**src/rtl/bnn_layer_seq_if.sv**
```systemverilog
// bnn_layer_seq_if: bundle of all handshake and load-stream signals of
// bnn_layer_seq.
//   master : the side that supplies input vectors, consumes results and
//            streams weight/threshold nibbles (a testbench or upstream layer).
//   slave  : the layer itself.
// Signals:
//   in_data/in_valid/in_ready    input vector channel
//   out_data/out_valid/out_ready result channel
//   ld_en/ld_nibble/ld_done      nibble load stream, ld_done pulses at stream end
// Handshake rule for both channels: a transfer happens on a rising clk edge
// where valid and ready are both high; valid, once raised, holds its data
// stable until that edge.
interface bnn_layer_seq_if #(
   parameter int N_IN  = 8,
   parameter int N_OUT = 4
);
   logic [N_IN-1:0]  in_data;
   logic             in_valid;
   logic             in_ready;
   logic [N_OUT-1:0] out_data;
   logic             out_valid;
   logic             out_ready;
   logic             ld_en;
   logic [3:0]       ld_nibble;
   logic             ld_done;

   modport master (
      output in_data, in_valid, out_ready, ld_en, ld_nibble,
      input  in_ready, out_data, out_valid, ld_done
   );

   modport slave (
      input  in_data, in_valid, out_ready, ld_en, ld_nibble,
      output in_ready, out_data, out_valid, ld_done
   );
endinterface

```
**src/rtl/bnn_layer_seq.sv**
```systemverilog
// bnn_layer_seq: time-multiplexed binary neural-network layer. One shared
// XNOR-popcount/threshold datapath evaluates N_OUT neurons, one per cycle,
// over an N_IN-bit binary input vector held in x_reg.
// Ports:
//   clk        clock
//   reset      asynchronous, active-high
//   ena        global enable; low freezes every register (no transfer completes)
//   bus        bnn_layer_seq_if.slave (input vector, result, nibble load stream)
//   fsm_state  current FSM state, for debug/observation
// Configuration macro: BNN_THRESH_LOAD_EN -- when defined, the load stream
// carries N_OUT two-nibble threshold words after the weight words; when
// undefined every neuron uses the constant THRESH.
module bnn_layer_seq #(
   parameter int N_IN   = 8,
   parameter int N_OUT  = 4,
   parameter int THRESH = 5
) (
   input  logic            clk,
   input  logic            reset,
   input  logic            ena,
   bnn_layer_seq_if.slave  bus,
   output logic [1:0]      fsm_state
);
   localparam int CW    = $clog2(N_IN + 1);
   localparam int NNIB  = N_IN / 4;
   localparam int NIB_W = (NNIB > 1) ? $clog2(NNIB) : 1;
   localparam int IW    = (N_OUT > 1) ? $clog2(N_OUT) : 1;
   localparam int PW    = $clog2(2 * N_OUT);
`ifdef BNN_THRESH_LOAD_EN
   localparam int N_WORDS = 2 * N_OUT;
`else
   localparam int N_WORDS = N_OUT;
`endif
   localparam logic [CW-1:0] THR_C = CW'(THRESH);

   typedef enum logic [1:0] {IDLE = 2'd0, COMPUTE = 2'd1, HOLD = 2'd2} state_t;
   state_t state, state_nx;

   logic [N_IN-1:0]  x_reg;
   logic [IW-1:0]    idx;
   logic [N_OUT-1:0] out_reg;
   logic             out_valid_r;
   logic             ld_done_r;
   logic [N_IN-1:0]  wbuf;
   logic [NIB_W-1:0] nib_cnt;
   logic [PW-1:0]    ptr;
   logic [N_IN-1:0]  w [N_OUT];
`ifdef BNN_THRESH_LOAD_EN
   logic [CW-1:0]    thr [N_OUT];
`endif

   logic             accept;
   logic             ld_take;
   logic             last_nib;
   logic             final_word;
   logic [N_IN-1:0]  new_word;
   logic [N_IN-1:0]  xn;
   logic [CW-1:0]    pc;
   logic [CW-1:0]    thr_cur;

   // Loading has priority: in_ready drops whenever ld_en is high. It is also
   // gated by ena and reset so a visible valid&&ready always means a transfer.
   assign bus.in_ready  = (state == IDLE) && !bus.ld_en && ena && !reset;
   assign accept        = bus.in_valid && bus.in_ready;
   assign ld_take       = ena && (state == IDLE) && bus.ld_en;
   assign final_word    = (ptr == PW'(N_WORDS - 1));
   assign bus.out_data  = out_reg;
   assign bus.out_valid = out_valid_r;
   assign bus.ld_done   = ld_done_r;
   assign fsm_state     = state;

`ifdef BNN_THRESH_LOAD_EN
   // Pointer values N_OUT.. address threshold words, which are two nibbles long.
   assign last_nib = (ptr >= PW'(N_OUT)) ? (nib_cnt == NIB_W'(1))
                                         : (nib_cnt == NIB_W'(NNIB - 1));
   assign thr_cur  = thr[idx];
`else
   assign last_nib = (nib_cnt == NIB_W'(NNIB - 1));
   assign thr_cur  = THR_C;
`endif

   // Complete word as it would look with the current nibble merged in.
   always_comb begin
      new_word = wbuf;
      new_word[{nib_cnt, 2'b00} +: 4] = bus.ld_nibble;
   end

   always_comb begin
      pc = '0;
      xn = ~(x_reg ^ w[idx]);
      for (int j = 0; j < N_IN; j++) begin
         pc = pc + CW'(xn[j]);
      end
   end

   always_ff @(posedge clk or posedge reset) begin
      if (reset) state <= IDLE;
      else       state <= state_nx;
   end

   always_comb begin
      state_nx = state;
      if (ena) begin
         unique case (state)
            IDLE:    if (accept) state_nx = COMPUTE;
            COMPUTE: if (idx == IW'(N_OUT - 1)) state_nx = HOLD;
            HOLD:    if (bus.out_ready) state_nx = IDLE;
            default: state_nx = IDLE;
         endcase
      end
   end

   always_ff @(posedge clk or posedge reset) begin
      if (reset) begin
         x_reg       <= '0;
         idx         <= '0;
         out_reg     <= '0;
         out_valid_r <= 1'b0;
         ld_done_r   <= 1'b0;
         wbuf        <= '0;
         nib_cnt     <= '0;
         ptr         <= '0;
         for (int i = 0; i < N_OUT; i++) begin
            w[i] <= '0;
`ifdef BNN_THRESH_LOAD_EN
            thr[i] <= THR_C;
`endif
         end
      end else if (ena) begin
         ld_done_r <= 1'b0;
         if (accept) begin
            x_reg <= bus.in_data;
            idx   <= '0;
         end
         if (state == COMPUTE) begin
            out_reg[idx] <= (pc >= thr_cur);
            idx          <= idx + 1'b1;
            if (idx == IW'(N_OUT - 1)) out_valid_r <= 1'b1;
         end
         if ((state == HOLD) && bus.out_ready) out_valid_r <= 1'b0;
         if (ld_take) begin
            if (last_nib) begin
               nib_cnt <= '0;
               if (ptr < PW'(N_OUT)) w[IW'(ptr)] <= new_word;
`ifdef BNN_THRESH_LOAD_EN
               else thr[IW'(ptr - PW'(N_OUT))] <= new_word[CW-1:0];
`endif
               ptr       <= final_word ? '0 : ptr + 1'b1;
               ld_done_r <= final_word;
            end else begin
               wbuf    <= new_word;
               nib_cnt <= nib_cnt + 1'b1;
            end
         end
      end
   end
endmodule
```
**src/flat_wrapper.sv**
```systemverilog
// flat-port wrapper written by rule: the top's interface ports become plain ports
module bnn_layer_seq_flat 
#(
   parameter int N_IN   = 8,
   parameter int N_OUT  = 4,
   parameter int THRESH = 5
)
  (clk, reset, ena, fsm_state, bus_in_data, bus_in_valid, bus_out_ready, bus_ld_en, bus_ld_nibble, bus_in_ready, bus_out_data, bus_out_valid, bus_ld_done);
  bnn_layer_seq_if #(.N_IN(N_IN), .N_OUT(N_OUT)) bus_i ();
  input  logic clk;
  input  logic reset;
  input  logic ena;
  output logic [1:0] fsm_state;
  input wire logic [$bits(bus_i.in_data)-1:0] bus_in_data;
  input wire logic [$bits(bus_i.in_valid)-1:0] bus_in_valid;
  input wire logic [$bits(bus_i.out_ready)-1:0] bus_out_ready;
  input wire logic [$bits(bus_i.ld_en)-1:0] bus_ld_en;
  input wire logic [$bits(bus_i.ld_nibble)-1:0] bus_ld_nibble;
  output wire logic [$bits(bus_i.in_ready)-1:0] bus_in_ready;
  output wire logic [$bits(bus_i.out_data)-1:0] bus_out_data;
  output wire logic [$bits(bus_i.out_valid)-1:0] bus_out_valid;
  output wire logic [$bits(bus_i.ld_done)-1:0] bus_ld_done;
  assign bus_i.in_data = bus_in_data;
  assign bus_i.in_valid = bus_in_valid;
  assign bus_i.out_ready = bus_out_ready;
  assign bus_i.ld_en = bus_ld_en;
  assign bus_i.ld_nibble = bus_ld_nibble;
  assign bus_in_ready = bus_i.in_ready;
  assign bus_out_data = bus_i.out_data;
  assign bus_out_valid = bus_i.out_valid;
  assign bus_ld_done = bus_i.ld_done;
  bnn_layer_seq #(.N_IN(N_IN), .N_OUT(N_OUT), .THRESH(THRESH)) u_core (.clk(clk), .reset(reset), .ena(ena), .bus(bus_i), .fsm_state(fsm_state));
endmodule
```
**config.mk**
```make
export PLATFORM = sky130hd
export DESIGN_NAME = bnn_layer_seq_flat
export DESIGN_NICKNAME = d
export VERILOG_FILES = /design/src/rtl/bnn_layer_seq_if.sv /design/src/rtl/bnn_layer_seq.sv /design/src/flat_wrapper.sv
export SDC_FILE = /design/constraint.sdc
export NUM_CORES = 1
export LEC_CHECK = 0
export BUFFER_PORTS_ARGS = -buffer_cell sky130_fd_sc_hd__buf_2
export CAP_MARGIN = 0
export CORE_UTILIZATION = 40
export DETAILED_ROUTE_END_ITERATION = 10
export PLACE_DENSITY = 0.61
export SLEW_MARGIN = 10
export SYNTH_ARGS = -nofsm -noshare
export SYNTH_HDL_FRONTEND = slang
export SYNTH_SLANG_ARGS = --single-unit
```
**constraint.sdc**
```tcl
create_clock -name clk -period 5.6 [get_ports clk]
set_input_delay 0.28 -clock clk [delete_from_list [all_inputs] [get_ports clk]]
set_output_delay 0.28 -clock clk [all_outputs]
set_load 0.005 [all_outputs]
```
**Word level (Yosys, flattened, before mapping)**

Index checks and enable logic that the tools add are counted.

- Flip-flop bits (word level): 62
- Input port bits: 18
- Memory bits (read-only): 0
- Word-level logic and storage cells: 92
- Bits in latches: 0
- Memory bits (writable): 0
- Output and inout port bits: 9
- Memories kept: 0

- Equality and inequality tests: 7
- Shift operators: 2
- Bitwise gates (word level): 5
- Multiplexer cells: 23
- Divide/modulo/power cells: 0
- Order comparisons: 7
- Reduce and logical (&&, ||, !) cells: 24
- $add $sub $neg: 11
- Multipliers: 0

Operators with widths:

| operator | number |
|---|---|
| $bwmux 32 | 1 |
| $add 4x1->4 | 6 |
| $mux 8 | 3 |
| $bmux 8 s2 | 1 |
| $demux 8 s2 | 1 |
| $mux 2 | 5 |
| $logic_and 1x1->1 | 9 |
| $reduce_and 3->1 | 3 |
| $bwmux 8 | 1 |
| $not 8->8 | 1 |
| $reduce_and 2->1 | 4 |
| $reduce_and 4->1 | 2 |
| $shift 4x5->8 const A | 1 |
| $shiftx 4x5->8 | 1 |
| $xor 8x8->8 | 1 |
| $mux 1 | 7 |
| $ge 3x3->1 const B | 2 |
| $not 2->3 | 2 |
| $pmux 2 s3 | 1 |
| $reduce_bool 2->1 | 3 |
| $neg 3->5 | 1 |
| $bwmux 4 | 1 |
| $eq 2x2->1 const B | 2 |
| $ge 4x3->1 const B | 1 |
| 17 further kinds | 19 |

**Depth between registers and ports, before layout**

- Depth after elaboration: 15
- Depth in mapped cells: 13
- Gate-level depth less buffers: 12

**Worst setup path before layout**

Ideal clock, no wire load.

- Path kind: flip-flop to flip-flop
- Start: register u_core.idx[0]
- End: register u_core.out_reg[1], in the netlist u_core.bus.out_data[1]
- Stages on the path, launching flop included: 13
- Arrival: 3.824 ns
- Buffers on the path: 1
- Slack: 1.694 ns
- Required time: 5.518 ns
- Setup time: 0.082 ns
- Period minus slack after synthesis: 3.906 ns
- Cells stage by stage: dfrtp_1 buf_2 mux4_2 xnor2_1 ha_1 inv_1 fa_1 fa_1 fa_1 fa_1 xnor2_1 nand2_1 a31oi_1

- Longest elaborated chain between the ends: 15
- Elaborated cells between the ends (all ways): 20
- Classes of those cells: 7 x add/sub; 3 x order compare; 6 x mux; 3 x bitwise; 1 x reduce/logical

RTL lines:

| item | line | RTL |
|---|---|---|
| from (decl) | bnn_layer_seq.sv:40 | `logic [IW-1:0] idx;` |
| from (signal assigned) | bnn_layer_seq.sv:137 | `idx <= idx + 1'b1;` |
| $not 2->3 (implied by the code) | bnn_layer_seq.sv:90 | `xn = ~(x_reg ^ w[idx]);` |
| $bmux 8 s2 | bnn_layer_seq.sv:90 |  |
| $mux 8 (implied by the code) (2 in a row) | bnn_layer_seq.sv:90 |  |
| $xor 8x8->8 | bnn_layer_seq.sv:90 |  |
| $not 8->8 | bnn_layer_seq.sv:90 |  |
| $add 1x1->2 | bnn_layer_seq.sv:92 | `pc = pc + CW'(xn[j]);` |
| $add 4x1->4 (6 in a row) | bnn_layer_seq.sv:92 |  |
| $ge 4x3->1 | bnn_layer_seq.sv:136 | `out_reg[idx] <= (pc >= thr_cur);` |
| $bwmux 4 (*) | bnn_layer_seq.sv:136 |  |
| to (signal, indexed assignment) | bnn_layer_seq.sv:136 |  |
| to (decl) | bnn_layer_seq.sv:41 | `logic [N_OUT-1:0] out_reg;` |

Every way passes the cells marked *; elsewhere a longest branch is shown, timed or not. The select of a mux whose other input is x is not followed.
A chain may end at the register's enable or synchronous reset.

**Final worst setup path**

- Start: register u_core.idx[0]
- End: register u_core.out_reg[3], in the netlist u_core.bus.out_data[3]

Same word-level chain as after synthesis.

==> impl_metrics.csv <==
group,metric,value,unit
placement,post-dp-hpwl,3750,µm
worst_setup_path,start_kind,"register",
logic_synthesis,synthDistinctLibCells,33,
route,drc,0,
clock_network,clk_pin_slew_worst_paths,70,ps
clock_network,cts_tree,"built",
worst_setup_path,setup.worst_path.class,"register to register",
logic_synthesis,syn_area,3220,µm²
clock_network,clock_path_buffers,2,
logic_synthesis,synth_xor_area_share,2.72,%
floorplanning,die_x,91.8,µm
logic_synthesis,ys_seq_elements,62,
status,outcome,"finished clean",
sta,post-route-period-util,75.3,%
worst_setup_path,cp-end-kind,"register",
layout,antenna_cells,0,
run,max-cap-violations,0,
logic_synthesis,muxShareOfSynthArea,27.8,%
layout,fillers,709,
clock_network,post_cts_resized,0,
sta,relSlewSlack,47.3,%
logic_synthesis,synth_area_leaders,"dfrtp_1 (48%), mux2_4 (15%), mux2_2 (7.3%)",
sta,setup_viol,0,
logic_synthesis,synth.largest_area_cell,"dfrtp_1",
sta,min_period,4220,ps
logic_synthesis,synthCells,220,
sta,final.setup.tns,0,ps
route,wl,5490,µm
logic_synthesis,ys_seq_area_share,48.1,%
logic_synthesis,synthAdderAreaFrac,6.75,%
route,wire_per_inst,15.6,µm
logic_synthesis,synth_nets,253,
layout,post-route-util,45.8,%
placement,globalplace.congestion,0.784,
logic_synthesis,synth_top_family_by_area,"multiplexers",
placement,dp_slack,1330,ps
route,drt_iter0_markers,54,
placement,placed_area,3370,µm²
sta,fmax,0.237,GHz
pwr,ir_drop,0.000333,V
route,ant_nets,0,
sta,finalHoldViolations,0,
sta,clock_skew,7.30,ps
global_route,grt_pass1_wl,9380,µm
layout,final_common_cell,"dfrtp_1",
clock_network,cts_root_buf,"clkbuf_8",
global_route,grt_max_degree,65,
clock_network,postCtsSetupRepairBufs,0,
route,dr.pass1.iters,4,
clock_network,htree_levels,3,
layout,regArea,1550,µm²
sta,rsz0062_at_grt,"no",
floorplanning,core-area,7770,µm²
clock_network,clk_latency,350,ps
logic_synthesis,synth-simple-area-share,5.51,%
pwr,power.total,2.26,mW
sta,fin_ws,1380,ps
worst_setup_path,cp.required,5870,ps
pwr,p_leak,1.71,nW
logic_synthesis,yosysTopAreaCellShare,48.1,%
worst_setup_path,crit_fanout,11,
sta,worst_pin_slew,791,ps
layout,final_net_count,278,
floorplanning,io_pins,27,
floorplanning,die_h,91.8,µm
layout,largest_reg_flops,32,
global_route,antenna_found_initial,0,
floorplanning,start_util,41.5,%
clock_network,hold_buffers,0,
sta,slew_violations,0,
clock_network,numCtsBuffers,9,
layout,synthToLayoutAreaGrowth,10.4,%
floorplanning,fp-row-count,32,
layout,final_cell_mix,"dfrtp_1 (62), mux2_4 (32), buf_2 (26), mux2_2 (21), clkbuf_8 (12)",
global_route,grt_overflow,0,
layout,multi_input_area,1510,µm²
logic_synthesis,avgSynthCellArea,14.7,µm²
logic_synthesis,yosys_warnings,0,
layout,layout-drive-gt1-share,45.6,%
route,vias_per_cell,4.86,
global_route,track_usage,15.2,%
placement,portBuffers,26,
min_path,hp-class,"primary input to async pin",
floorplanning,die-area,8420,µm²
logic_synthesis,synth_compound_area_share,4.00,%
global_route,grt_pass1_vias,1830,
route,num_vias,1712,
layout,fin_area,3560,µm²
pwr,powerDensity,636,nW/µm²
clock_network,clkSinkCount,62,
worst_setup_path,critPathArrivalTime,4490,ps
## synth_stat cells (all sizes together)
cell	n
a21bo	1
and4bb	1
xnor2	3
mux2	53
xor2	7
a31oi	4
inv	12
o21ai	4
and4	4
nor2b	1
mux4	8
nand2	5
dfrtp	62
nand3	1
a21o	2
nand4	1
and2b	2
a21oi	8
and2	5
and3	1
clkbuf	6
o2111ai	1
ha	11
a22o	1
and3b	1
buf	7
nor2	4
fa	4
## where the power goes
group | internal, mW | total [mW] | switching, mW
Combinational | 0.594 | 1.13 | 0.539
Sequential | 0.612 | 0.761 | 0.149
Clock | 0.195 | 0.369 | 0.173
## final cells by class
class | count | share of cell area [%]
Clock buffer | 13 | 4.75
Clock inverter | 3 | 0.492
Inverter | 12 | 1.27
Multi-Input combinational cell | 133 | 42.4
Sequential cell | 62 | 43.6
Tap cell | 102 | 3.59
Timing Repair Buffer | 27 | 3.87
## path summary, 6_finish.rpt
kind / startpoint / end / slack (ps) / cells past startpoint
setup / recovery: u_core.idx[0] / u_core.bus.out_data[3] / 1380 / 11
hold / removal: reset / u_core.ptr[1] / 150 / 3
setup reg to reg: u_core.idx[0] / u_core.bus.out_data[3] / 1380 / 11
hold reg to reg: u_core.wbuf[6] / u_core.wbuf[6] / 370 / 0
max in group asynchronous: reset / u_core.x_reg[3] / 4930 / 3
min in group clk: bus_in_data[6] / u_core.x_reg[6] / 160 / 2
## routing by layer
metal	GRT usage (%)	up-vias	routed length, µm
met5	0	-	0
met4	7.42	0	119
met3	5.06	10	218
met2	22.7	29	2510
met1	19.7	852	2640
li1	-	821	-
## worst max-delay path: stages (launching register included)
cell and delay (ps):
dfrtp_1 720, mux4_2 590, xnor2_1 140, ha_1 270, inv_1 50, fa_1 510
fa_1 520, fa_1 480, fa_1 400, xnor2_1 140, nand2_1 130, a31oi_1 180
## stage by stage
step | hold WS (ps) | instances
after CTS | 155 | 352
after global routing | 149 | 352
final | 155 | 352
after global placement | 361 | 336
after detailed placement | 364 | 336
after floorplan | 425 | 220
## kinds of logic after synthesis
kind of cell / count (synthesis)
multiplexers: 61
flip-flops: 62
buffers and inverters: 25
adder cells (fa/ha/maj): 15
AO/OA/AOI/OAI: 21
AND/OR/NAND/NOR: 26
XOR/XNOR: 10
(Power assumes the default switching activity.)
